$ cat src/rtl/mem_pkg.sv
// mem_pkg: shared constants for the burst reader.
// Holds the memory block select codes, the reader FSM state enum and the
// default widths used as parameter defaults by mem_burst_reader.
package mem_pkg;

    localparam logic [1:0] MEM_SEL_WEIGHTS = 2'b00;
    localparam logic [1:0] MEM_SEL_INTER   = 2'b01;
    localparam logic [1:0] MEM_SEL_IO      = 2'b10;
    localparam logic [1:0] MEM_SEL_ILLEGAL = 2'b11;

    localparam int DEF_DATA_W     = 16;
    localparam int DEF_ADDR_W     = 16;
    localparam int DEF_FIFO_DEPTH = 4;

    typedef enum logic [1:0] {
        ST_IDLE  = 2'd0,
        ST_ISSUE = 2'd1,
        ST_DRAIN = 2'd2
    } rd_state_t;

endpackage

$ cat src/rtl/mem_rd_fifo.sv
// mem_rd_fifo: synchronous FIFO buffering read words ({last, data}) between
// the memory port and the output stream.
// Ports:
//   clk, rst      clock, asynchronous active-high reset (flushes pointers/count)
//   push, wdata   write strobe and word; ignored when full unless popping
//   pop           read strobe; ignored when empty
//   rdata         head word, valid whenever count != 0 (zero latency)
//   count         number of stored words (0..DEPTH)
// DEPTH must be a power of two, at least 2.
module mem_rd_fifo #(
    parameter int WIDTH = 17,
    parameter int DEPTH = 4,
    localparam int AW = $clog2(DEPTH),
    localparam int CW = AW + 1
) (
    input  logic             clk,
    input  logic             rst,
    input  logic             push,
    input  logic [WIDTH-1:0] wdata,
    input  logic             pop,
    output logic [WIDTH-1:0] rdata,
    output logic [CW-1:0]    count
);

    logic [WIDTH-1:0] mem_q [DEPTH];
    logic [AW-1:0]    wr_ptr;
    logic [AW-1:0]    rd_ptr;
    logic             full;
    logic             empty;
    logic             push_ok;
    logic             pop_ok;

    assign full    = (count == CW'(DEPTH));
    assign empty   = (count == '0);
    // A push into a full FIFO is legal when the head leaves in the same cycle.
    assign push_ok = push && (!full || pop);
    assign pop_ok  = pop && !empty;
    assign rdata   = mem_q[rd_ptr];

    always_ff @(posedge clk) begin
        if (push_ok) begin
            mem_q[wr_ptr] <= wdata;
        end
    end

    always_ff @(posedge clk or posedge rst) begin
        if (rst) begin
            wr_ptr <= '0;
            rd_ptr <= '0;
            count  <= '0;
        end else begin
            if (push_ok) begin
                wr_ptr <= wr_ptr + AW'(1);
            end
            if (pop_ok) begin
                rd_ptr <= rd_ptr + AW'(1);
            end
            case ({push_ok, pop_ok})
                2'b10:   count <= count + CW'(1);
                2'b01:   count <= count - CW'(1);
                default: count <= count;
            endcase
        end
    end

endmodule

$ cat src/rtl/mem_burst_reader.sv
// mem_burst_reader: reads a burst of words from the memory manager port and
// streams them out through a valid/ready interface with a last marker.
// Ports:
//   clk, rst                       clock, asynchronous active-high reset
//   cmd_valid/cmd_ready            command handshake (ready only in IDLE)
//   cmd_mem_select/base/len        target block, first address, word count
//   cmd_stride                     per-word address step (only with
//                                  MEM_BURST_READER_STRIDE_EN; else fixed 1)
//   mem_address/select/write_enable/data_out   memory manager port; read data
//                                  arrives the cycle after the address
//   out_valid/out_ready/out_data/out_last      output stream
//   busy, done, err                status; done/err are one-cycle pulses
// Build option: define MEM_BURST_READER_STRIDE_EN to add cmd_stride.
//
// state | meaning
// IDLE  | waiting for a command; cmd_ready high
// ISSUE | presenting one read per cycle while the buffer has room
// DRAIN | all reads issued; waiting for the last word to leave
module mem_burst_reader
    import mem_pkg::*;
#(
    parameter int DATA_W     = DEF_DATA_W,
    parameter int ADDR_W     = DEF_ADDR_W,
    parameter int FIFO_DEPTH = DEF_FIFO_DEPTH
) (
    input  logic              clk,
    input  logic              rst,
    input  logic              cmd_valid,
    output logic              cmd_ready,
    input  logic [1:0]        cmd_mem_select,
    input  logic [ADDR_W-1:0] cmd_base,
    input  logic [ADDR_W-1:0] cmd_len,
`ifdef MEM_BURST_READER_STRIDE_EN
    input  logic [ADDR_W-1:0] cmd_stride,
`endif
    output logic [ADDR_W-1:0] mem_address,
    output logic [1:0]        mem_select,
    output logic              mem_write_enable,
    input  logic [DATA_W-1:0] mem_data_out,
    output logic              out_valid,
    input  logic              out_ready,
    output logic [DATA_W-1:0] out_data,
    output logic              out_last,
    output logic              busy,
    output logic              done,
    output logic              err
);

    localparam int CW = $clog2(FIFO_DEPTH) + 1;
    localparam logic [CW:0] DEPTH_L = (CW + 1)'(FIFO_DEPTH);

    rd_state_t         state_q, state_d;
    logic [ADDR_W-1:0] remain_q;
    logic [ADDR_W-1:0] stride_q;
    logic              inflight_q;
    logic              inflight_last_q;
    logic              done_d, err_d;
    logic              accept, issue;
    logic [CW-1:0]     fifo_count;
    logic [CW:0]       occupancy;
    logic [DATA_W:0]   fifo_rdata;
    logic              fifo_empty;
    logic              pop;
    logic              head_last;

    assign fifo_empty       = (fifo_count == '0);
    assign out_valid        = !fifo_empty;
    // Gate the head so the stream outputs read zero while empty and in reset.
    assign out_data         = fifo_empty ? '0 : fifo_rdata[DATA_W-1:0];
    assign head_last        = fifo_rdata[DATA_W];
    assign out_last         = !fifo_empty && head_last;
    assign pop              = out_valid && out_ready;
    // The read in flight already owns a buffer slot.
    assign occupancy        = {1'b0, fifo_count} + {{CW{1'b0}}, inflight_q};
    assign cmd_ready        = (state_q == ST_IDLE) && !rst;
    assign busy             = (state_q == ST_ISSUE) || (state_q == ST_DRAIN);
    assign mem_write_enable = 1'b0;

    always_ff @(posedge clk or posedge rst) begin
        if (rst) begin
            state_q <= ST_IDLE;
        end else begin
            state_q <= state_d;
        end
    end

    always_comb begin
        state_d = state_q;
        done_d  = 1'b0;
        err_d   = 1'b0;
        accept  = 1'b0;
        issue   = 1'b0;
        case (state_q)
            ST_IDLE: begin
                if (cmd_valid) begin
                    if (cmd_mem_select == MEM_SEL_ILLEGAL) begin
                        err_d = 1'b1;
                    end else if (cmd_len == '0) begin
                        done_d = 1'b1;
                    end else begin
                        accept  = 1'b1;
                        state_d = ST_ISSUE;
                    end
                end
            end
            ST_ISSUE: begin
                if (occupancy < DEPTH_L) begin
                    issue = 1'b1;
                    if (remain_q == ADDR_W'(1)) begin
                        state_d = ST_DRAIN;
                    end
                end
            end
            ST_DRAIN: begin
                if (pop && head_last) begin
                    done_d  = 1'b1;
                    state_d = ST_IDLE;
                end
            end
            default: state_d = ST_IDLE;
        endcase
    end

`ifdef MEM_BURST_READER_STRIDE_EN
    always_ff @(posedge clk or posedge rst) begin
        if (rst) begin
            stride_q <= '0;
        end else if (accept) begin
            stride_q <= cmd_stride;
        end
    end
`else
    assign stride_q = ADDR_W'(1);
`endif

    // mem_address holds the address of the next read; it is loaded with the
    // base on acceptance so the first read goes out in the first ISSUE cycle.
    always_ff @(posedge clk or posedge rst) begin
        if (rst) begin
            mem_address     <= '0;
            mem_select      <= '0;
            remain_q        <= '0;
            inflight_q      <= 1'b0;
            inflight_last_q <= 1'b0;
            done            <= 1'b0;
            err             <= 1'b0;
        end else begin
            done            <= done_d;
            err             <= err_d;
            inflight_q      <= issue;
            inflight_last_q <= issue && (remain_q == ADDR_W'(1));
            if (accept) begin
                mem_address <= cmd_base;
                mem_select  <= cmd_mem_select;
                remain_q    <= cmd_len;
            end else if (issue) begin
                remain_q <= remain_q - ADDR_W'(1);
                if (remain_q != ADDR_W'(1)) begin
                    mem_address <= mem_address + stride_q;
                end
            end
        end
    end

    mem_rd_fifo #(
        .WIDTH(DATA_W + 1),
        .DEPTH(FIFO_DEPTH)
    ) u_fifo (
        .clk  (clk),
        .rst  (rst),
        .push (inflight_q),
        .wdata({inflight_last_q, mem_data_out}),
        .pop  (pop),
        .rdata(fifo_rdata),
        .count(fifo_count)
    );

endmodule

$ cat config.mk
export PLATFORM = sky130hd
export DESIGN_NAME = mem_burst_reader
export DESIGN_NICKNAME = d
export VERILOG_FILES = /design/src/rtl/mem_pkg.sv /design/src/rtl/mem_rd_fifo.sv /design/src/rtl/mem_burst_reader.sv
export SDC_FILE = /design/constraint.sdc
export NUM_CORES = 1
export LEC_CHECK = 0
export BUFFER_PORTS_ARGS = -buffer_cell sky130_fd_sc_hd__buf_2
export CAP_MARGIN = 20
export CORE_ASPECT_RATIO = 1.75
export CORE_MARGIN = 4
export CORE_UTILIZATION = 25
export CTS_CLUSTER_SIZE = 25
export DETAILED_ROUTE_END_ITERATION = 8
export GPL_ROUTABILITY_DRIVEN = 1
export SYNTH_ARGS = -nofsm -noshare
export SYNTH_HDL_FRONTEND = slang
export SYNTH_SLANG_ARGS = --single-unit
$ cat constraint.sdc
create_clock -name clk -period 2.6 [get_ports clk]
set_input_delay 0.52 -clock clk [delete_from_list [all_inputs] [get_ports clk]]
set_output_delay 0.52 -clock clk [all_outputs]
set_load 0.01 [all_outputs]
==> results of run 1 <==
[worst max-delay path, stage by stage, from the launching register on]
cell and delay (ns):
dfrtp_1 0.46, buf_12 0.22, mux4_2 0.51, nor2b_1 0.14, buf_2 0.14
[synth_stat cells (3+ instances only)]
cell type and number:
dfrtp_1 47, inv_1 17, o21ai_1 31, nor3_1 5
xnor2_1 9, edfxtp_1 68, o21ai_0 3, nor2_1 12
nand2_1 40, ha_1 11, clkbuf_1 10, nor2b_1 20
xor2_1 26, nand3_1 17, and2_1 4, buf_6 3
nand4_1 10, buf_2 3, nor4_1 8, mux4_2 17
a31oi_1 4
[sequential cells by signal, summed over array words and instances, names as in the netlist]
signal / flops
u_fifo.mem_q: 68
mem_select: 2
remain_q: 16
done: 1
state_q: 2
inflight_q: 1
u_fifo.count: 3
mem_address: 16
inflight_last_q: 1
u_fifo.rd_ptr: 2
err: 1
u_fifo.wr_ptr: 2
[final timing paths]
kind	start	to	cells past startpoint
setup / recovery	u_fifo.rd_ptr[0]$_DFFE_PP0P_	out_data[12]	4
hold / removal	rst	remain_q[14]$_DFFE_PP0P_	2
setup reg to reg	u_fifo.count[0]$_DFFE_PP0P_	u_fifo.count[2]$_DFFE_PP0P_	8
hold reg to reg	inflight_last_q$_DFF_PP0_	u_fifo.mem_q[3][16]$_DFFE_PP_	0
max in group asynchronous	rst	u_fifo.rd_ptr[1]$_DFFE_PP0P_	3
min in group clk	cmd_base[5]	mem_address[5]$_DFFE_PP0P_	3
[kinds of logic (layout without fill, tap and decap cells)]
| logic type | count (synthesis) | after routing |
|---|---|---|
| other | 1 | 1 |
| and+or+nand+nor | 134 | 134 |
| AOI/OAI and AO/OA | 45 | 45 |
| xor gates and xnor gates | 35 | 35 |
| adders and majority gates | 12 | 12 |
| DFF | 115 | 115 |
| buffers and inverters | 35 | 151 |
| muxes | 21 | 21 |
[layout make-up]
type	count	share of cell area (%)
Sequential cell	115	48.16
Multi-Input combinational cell	248	28.75
Timing Repair Buffer	102	8.352
Clock buffer	17	6.367
Tap cell	252	4.719
Clock inverter	15	2.697
Inverter	17	0.9551
[placed cells by master, fill, tap and decap left out, types with 3 or more instances in the layout]
| cell | count |
|---|---|
| a31oi_1 | 4 |
| nand4_1 | 10 |
| o21ai_1 | 31 |
| xor2_1 | 26 |
| nand2_1 | 40 |
| nor3_1 | 4 |
| edfxtp_1 | 68 |
| ha_1 | 11 |
| buf_4 | 7 |
| inv_6 | 4 |
| dfrtp_1 | 47 |
| nor4_1 | 8 |
| nor2b_1 | 19 |
| mux4_2 | 17 |
| xnor2_1 | 9 |
| inv_1 | 16 |
| buf_2 | 93 |
| nand3_1 | 17 |
| clkinv_4 | 3 |
| and2_1 | 4 |
| nor2_1 | 12 |
| bufinv_16 | 3 |
| clkbuf_16 | 17 |
| o21ai_0 | 3 |
[stage by stage]
step	instance area, µm²	hold WS [ns]	total power [mW]
floorplan	5288	0.4547	4.600
global placement	6076	0.4802	5.486
detailed placement	6076	0.4981	5.617
CTS	6681	0.1747	8.055
global route	6681	0.2039	8.417
finish	6681	0.1814	7.922
[where the power goes]
group	leakage [nW]	switching [mW]	internal [mW]
combinational	1.13	1.42	1.21
clock	0.292	0.877	1.51
sequential	1.20	0.451	2.46
[per-layer routing]
metal	part of all wire, %	vias to the layer above
li1	-	1649
met1	37	1740
met2	56	95
met3	4.5	23
met4	2.1	0
met5	0	-
==> run summary, run 1 <==
Pre-CTS setup slack: 0.3246 ns
Per-cell routed wire length: 16.86 µm
M2 GR Usage: 20.91%
Die span in x: 117.9 µm
Layout Cells excl Fill: 766
WL final: 12920 µm
Area taken by multi-input logic gates: 1921 µm²
Netlist cell types: 48
Max cap viols: 0
Final nets: 567
CP Capture Type: output port
Pin count of the biggest net entering global routing: 29
R2r setup slk: 0.33 ns
Relative slew slack: 34.70%
Clk pin slew, worst setup/hold paths: 0.06 ns
Busiest grt layer: met2
GPL Wtd Cong: 0.7832
Synth Area in Compound Gates: 4.780%
CP arrival: 1.88 ns
EDFF count, synth: 68
Vias in the first global route: 3767
Hold Crit Class: in -> async
Htree depth: 4
Synth top area cells: edfxtp_1, dfrtp_1, mux4_2
Core Box Area: 20850 µm²
Fill cells: 2087
Area leader, netlist: edfxtp_1
Sequential share of the synthesized area: 60.86%
Worst Setup Start Kind: flip-flop
Die Span Y: 200.4 µm
Count of final hold-check violations: 0
Vias: 3507
Initial antenna violation count: 0
GRT Resource Usage Total: 11.31%
Synthesized cell area: 5288 µm²
Pwr/cell area: 1186 nW/µm²
Multiplexer area fraction after synthesis: 8.045%
Adder-Cell Fraction of Synth Area: 2.982%
GRT met3 Usage: 2.825%
Area Growth Syn to Fin: 26.36%
TNS Setup: 0 ns
Clock sinks: 115
First-pass GRT wire length: 20660 µm
Max-slew violations: 0
First-pass DRT Iterations: 4
ANT nets after route: 0
Lkg Pwr: 2.620 nW
Worst Max-Slew Pin Slew: 0.9796 ns
Clock period minus worst slack: 2.404 ns
XOR/XNOR Fraction of Synth Area: 5.797%
Floorplan row count: 70
Largest family of logic cells by synthesized area: simple AND/OR/NAND/NOR gates
Max FO, Critical Path: 16
Via density: 4.578
CP required: 2.08 ns
Asr flop ratio synth: 40.87%
Ant. Diodes: 0
# IOs: 95
DP HPWL: 9592 µm
Status: finished, final reports clean
CTS tree: yes
CTS Buf Count: 17
Area share of the largest cell type after synthesis: 38.62%
Syn nets: 464
Crit Path Class: reg -> out
Dpl cells: 734
RSZ-0062 raised after global routing: no
IO Port Bufs: 93
Main synth FF type: edfxtp_1
Final period util: 92.48%
YS warnings: 0
Peak VDD IR: 0.4800 mV
Clk_lat worst skew: 0.41 ns
Max clock buf depth: 2
Worst Skew: 0.006198 ns
CTS root buf: clkbuf_16
Register area: 3218 µm²
Starting Density: 25.37%
Gr ovfl total: 0
Synthesized flop and latch total: 115
Met1 Usage GRT: 11.94%
Setup Fix Bufs, Post-CTS: 0
CTS hold repair buffers: 0
FMAX: 415.9 MHz
Post_cts resized: 0
Syn_area_per_cell: 13.29 µm²
Layout cells sized above 1: 32.10%
Post-synthesis instance total: 398
Iter 0 DRT Violations: 212
Post-Synth Simple-Gate Area: 14.41%
Setup Viol. Count Final: 0
Final core utilization: 32.05%
# DRC: 0
Min setup slack post-route: 0.1956 ns
Die footprint: 23630 µm²
No activity file was read; power rests on OpenSTA's default activity.
==> run 2: changes to the inputs <==
--- a/config.mk
+++ b/config.mk
@@ -5,6 +5,7 @@
 export SDC_FILE = /design/constraint.sdc
 export NUM_CORES = 1
 export LEC_CHECK = 0
+export ABC_AREA = 1
 export BUFFER_PORTS_ARGS = -buffer_cell sky130_fd_sc_hd__buf_2
 export CAP_MARGIN = 20
 export CORE_ASPECT_RATIO = 1.75
==> run 2 against run 1 <==
Global-route usage is 0.36 points higher. Count of clock-buffer cells in the layout rose by 3. Wire length is 15% higher. Clock power down 3%. Worst hold slack got worse by 0.038 ns. Clock skew grew 0.0015 ns. Critical path depth is 2 higher. Register-to-register slack better by 0.15 ns. Critical path type unchanged. Largest cell class unchanged. Largest power group is now combinational logic.
==> run summary, run 2 <==
Cell area after layout: 7327 µm² (+9.7%)
Initial antenna violation count: 0 (unchanged)
Overall Power: 8.339 mW (+5.3%)
RR Startpoint: u_fifo.count[0]$_DFFE_PP0P_
Syn_area_per_cell: 8.931 µm² (-33%)
Slowest-stage cell, CP: dfrtp_1
Post_cts resized: 0 (unchanged)
Sequential share of the synthesized area: 54.18% (-6.7 points)
Max clock buf depth: 2 (unchanged)
Layout Cells excl Fill: 1085 (+42%)
Clk_lat worst skew: 0.42 ns (about the same)
Synth cell count leaders: nand2_1, nor2_1, edfxtp_1, nand3_1, dfrtp_1
Most common cell after layout, fill and taps aside: nand2_1
Pwr/cell area: 1138 nW/µm² (-4.0%)
Iter 0 DRT Violations: 144 (-32%)
Vias: 4714 (+34%)
Largest register FFs: 68 (unchanged)
Worst Skew: 0.007742 ns (+0.001543 ns)
Die Span Y: 211.9 µm (+5.7%)
Clock sinks: 115 (unchanged)
RR Endpoint: u_fifo.count[2]$_DFFE_PP0P_
Relative slew slack: 64.57% (+30 points)
First-pass GRT wire length: 24090 µm (+17%)
WL final: 14860 µm (+15%)
Top flop regs: u_fifo.mem_q x68, mem_address x16, remain_q x16
CP Capture Type: output port
Pin count of the biggest net entering global routing: 37 (+28%)
Final nets: 834 (+47%)
IO Port Bufs: 93 (unchanged)
Floorplan row count: 74 (+5.7%)
Largest register by flop count: u_fifo.mem_q
Max cap viols: 0 (unchanged)
FMAX: 429.0 MHz (+3.2%)
Max stage delay on crit path: 0.39 ns (-0.12 ns)
CTS tree: yes
CTS root buf: clkbuf_16
Final period util: 89.65% (-2.8 points)
Netlist cell types: 39 (-19%)
Setup Fix Bufs, Post-CTS: 0 (unchanged)
Fill cells: 2503 (+20%)
RSZ-0062 raised after global routing: no
# DRC: 0 (unchanged)
Die footprint: 26380 µm² (+12%)
Worst reg2reg path depth: 9 (+1)
Max-slew violations: 0 (unchanged)
Crit-path cells: inv_2 > nand2_1 > nand3_1 > nand2_1 > nor2_1 > buf_2
Most frequent cells in the layout: nand2_1, nor2_1, buf_2, nand3_1, edfxtp_1
Area share of the largest cell type after synthesis: 34.38% (-4.2 points)
Die span in x: 124.5 µm (+5.6%)
CP required: 2.08 ns (about the same)
Most common cell in the synthesized netlist: nand2_1
YS warnings: 0 (unchanged)
P_int: 5.044 mW (-2.6%)
Ant. Diodes: 0 (unchanged)
Lkg Pwr: 3.239 nW (+24%)
Synth top area cells: edfxtp_1, dfrtp_1, nand2_1
Area Growth Syn to Fin: 23.36%
GRT Resource Usage Total: 11.67% (+0.36 points)
Htree depth: 4 (unchanged)
CTS Buf Count: 17 (unchanged)
Worst Max-Slew Pin Slew: 0.5307 ns (-0.4489 ns)
CP arrival: 1.81 ns (-0.07 ns)
Via density: 4.345 (-5.1%)
Syn nets: 731 (+58%)
Post-DP Area: 6739 µm² (+11%)
Clock period minus worst slack: 2.331 ns (-0.07347 ns)
Peak VDD IR: 0.4485 mV (-6.6%)
CTS hold repair buffers: 0 (unchanged)
Status: finished, final reports clean
Sequential Power Share: 33.6% (-3.1 points)
R2r setup slk: 0.48 ns (+0.15 ns)
Asr flop ratio synth: 40.87% (unchanged)
DP HPWL: 11050 µm (+15%)
Clk pin slew, worst setup/hold paths: 0.06 ns (about the same)
Post-synthesis instance total: 665 (+67%)
Dpl cells: 1053 (+43%)
Clock power share: 27.8% (-2.4 points)
Per-cell routed wire length: 13.69 µm (-19%)
NetSw: 3.295 mW (+20%)
Layout cells sized above 1: 21.77% (-10 points)
Combinational share of power: 38.6% (+5.5 points)
Main synth FF type: edfxtp_1
Count of final hold-check violations: 0 (unchanged)
# IOs: 95 (unchanged)
Starting Density: 25.46% (+0.090 points)
EDFF count, synth: 68 (unchanged)
Max FO, Critical Path: 34 (+18)
ANT nets after route: 0 (unchanged)
Hold Crit Class: in -> async
Area leader, netlist: edfxtp_1
Crit-path most repeated cell: nand2_1
TNS Setup: 0 ns (unchanged)
Crit Path Class: reg -> out
Sw frac: 39.52% (+4.9 points)
First-pass DRT Iterations: 4 (unchanged)
Worst Setup Start Kind: flip-flop
Vias in the first global route: 4803 (+28%)
GPL Wtd Cong: 0.8020 (+2.4%)
Gr ovfl total: 0 (unchanged)
Core Box Area: 23330 µm² (+12%)
Synthesized cell area: 5939 µm² (+12%)
Setup Viol. Count Final: 0 (unchanged)
Synthesized flop and latch total: 115 (unchanged)
run 2: cell count changes in the layout (fill, tap and decap cells not counted), sizes merged, moves of 7 or more:
cell | previous run | this run
nand2 | 41 | 170
nor4 | 9 | 0
a21oi | 2 | 20
inv | 21 | 51
nor2 | 12 | 124
o21ai | 34 | 41
nor2b | 20 | 0
nand3 | 17 | 69
mux4 | 17 | 0
xor2 | 26 | 11
run 2: power groups by stage:
stage	clock network, mW	registers [mW]	logic [mW]
2_1_floorplan	0	2.79	2.30
3_3_place_gp	0	2.82	3.24
3_5_place_dp	0	2.83	3.29
4_1_cts	2.37	2.80	3.30
5_1_grt	2.47	2.87	3.69
6_report	2.32	2.80	3.22
run 2: how the worst max path moves through the flow:
stage / slack [ns] / from / endpoint
4_1_cts: 0.22 / u_fifo.rd_ptr[0]$_DFFE_PP0P_ / out_last
5_1_grt: 0.04 / u_fifo.rd_ptr[0]$_DFFE_PP0P_ / out_last
6_report: 0.27 / u_fifo.rd_ptr[0]$_DFFE_PP0P_ / out_last
2_1_floorplan: 0.66 / u_fifo.count[0]$_DFFE_PP0P_ / u_fifo.count[2]$_DFFE_PP0P_
3_5_place_dp: 0.42 / out_ready / u_fifo.count[2]$_DFFE_PP0P_
3_3_place_gp: 0.43 / out_ready / u_fifo.count[2]$_DFFE_PP0P_
run 2: layer usage:
layer | GRT usage, % | vias up | routed length (µm)
met5 | 0 | - | 0
met4 | 5.448 | 0 | 299
met3 | 2.626 | 18 | 600
met2 | 22.55 | 103 | 8253
met1 | 11.74 | 2210 | 5704
li1 | - | 2383 | -
run 2: kinds of logic (layout without fill, tap and decap cells):
group	after synthesis	count (layout)	share of synthesized area [%]
and+or+nand+nor	377	377	27.95
DFF	115	115	54.18
buffers and inverters	75	191	6.088
AOI/OAI and AO/OA	67	67	6.404
xor gates and xnor gates	18	18	2.654
adders and majority gates	12	12	2.654
other	1	1	0.06314
run 2: final cells by class:
cell class | instances | area [µm²] | share of cell area (%)
clock buffer | 20 | 456.7 | 6.233
clock inverter | 12 | 131.4 | 1.793
inverter | 52 | 197.7 | 2.698
multi-input combinational | 475 | 2360 | 32.21
sequential | 115 | 3218 | 43.92
tap | 304 | 380.4 | 5.191
timing repair buffer | 107 | 583.1 | 7.958
run 2: worst max-delay path, delay by kind of cell, from the launching register on:
family,cells,cell delay [ns]
buffers and inverters,2,0.56
flip-flops,1,0.39
AND/OR/NAND/NOR,4,0.44
run 2: stage by stage:
| stage | hold WS (ns) | utilization [%] | worst slack [ns] |
|---|---|---|---|
| floorplan | 0.4547 | - | 0.6572 |
| global route | 0.1721 | 31.40 | 0.04438 |
| detailed placement | 0.4751 | 28.88 | 0.4192 |
| finish | 0.1433 | 31.40 | 0.2690 |
| global placement | 0.4703 | 28.88 | 0.4338 |
| CTS | 0.1345 | 31.40 | 0.2162 |
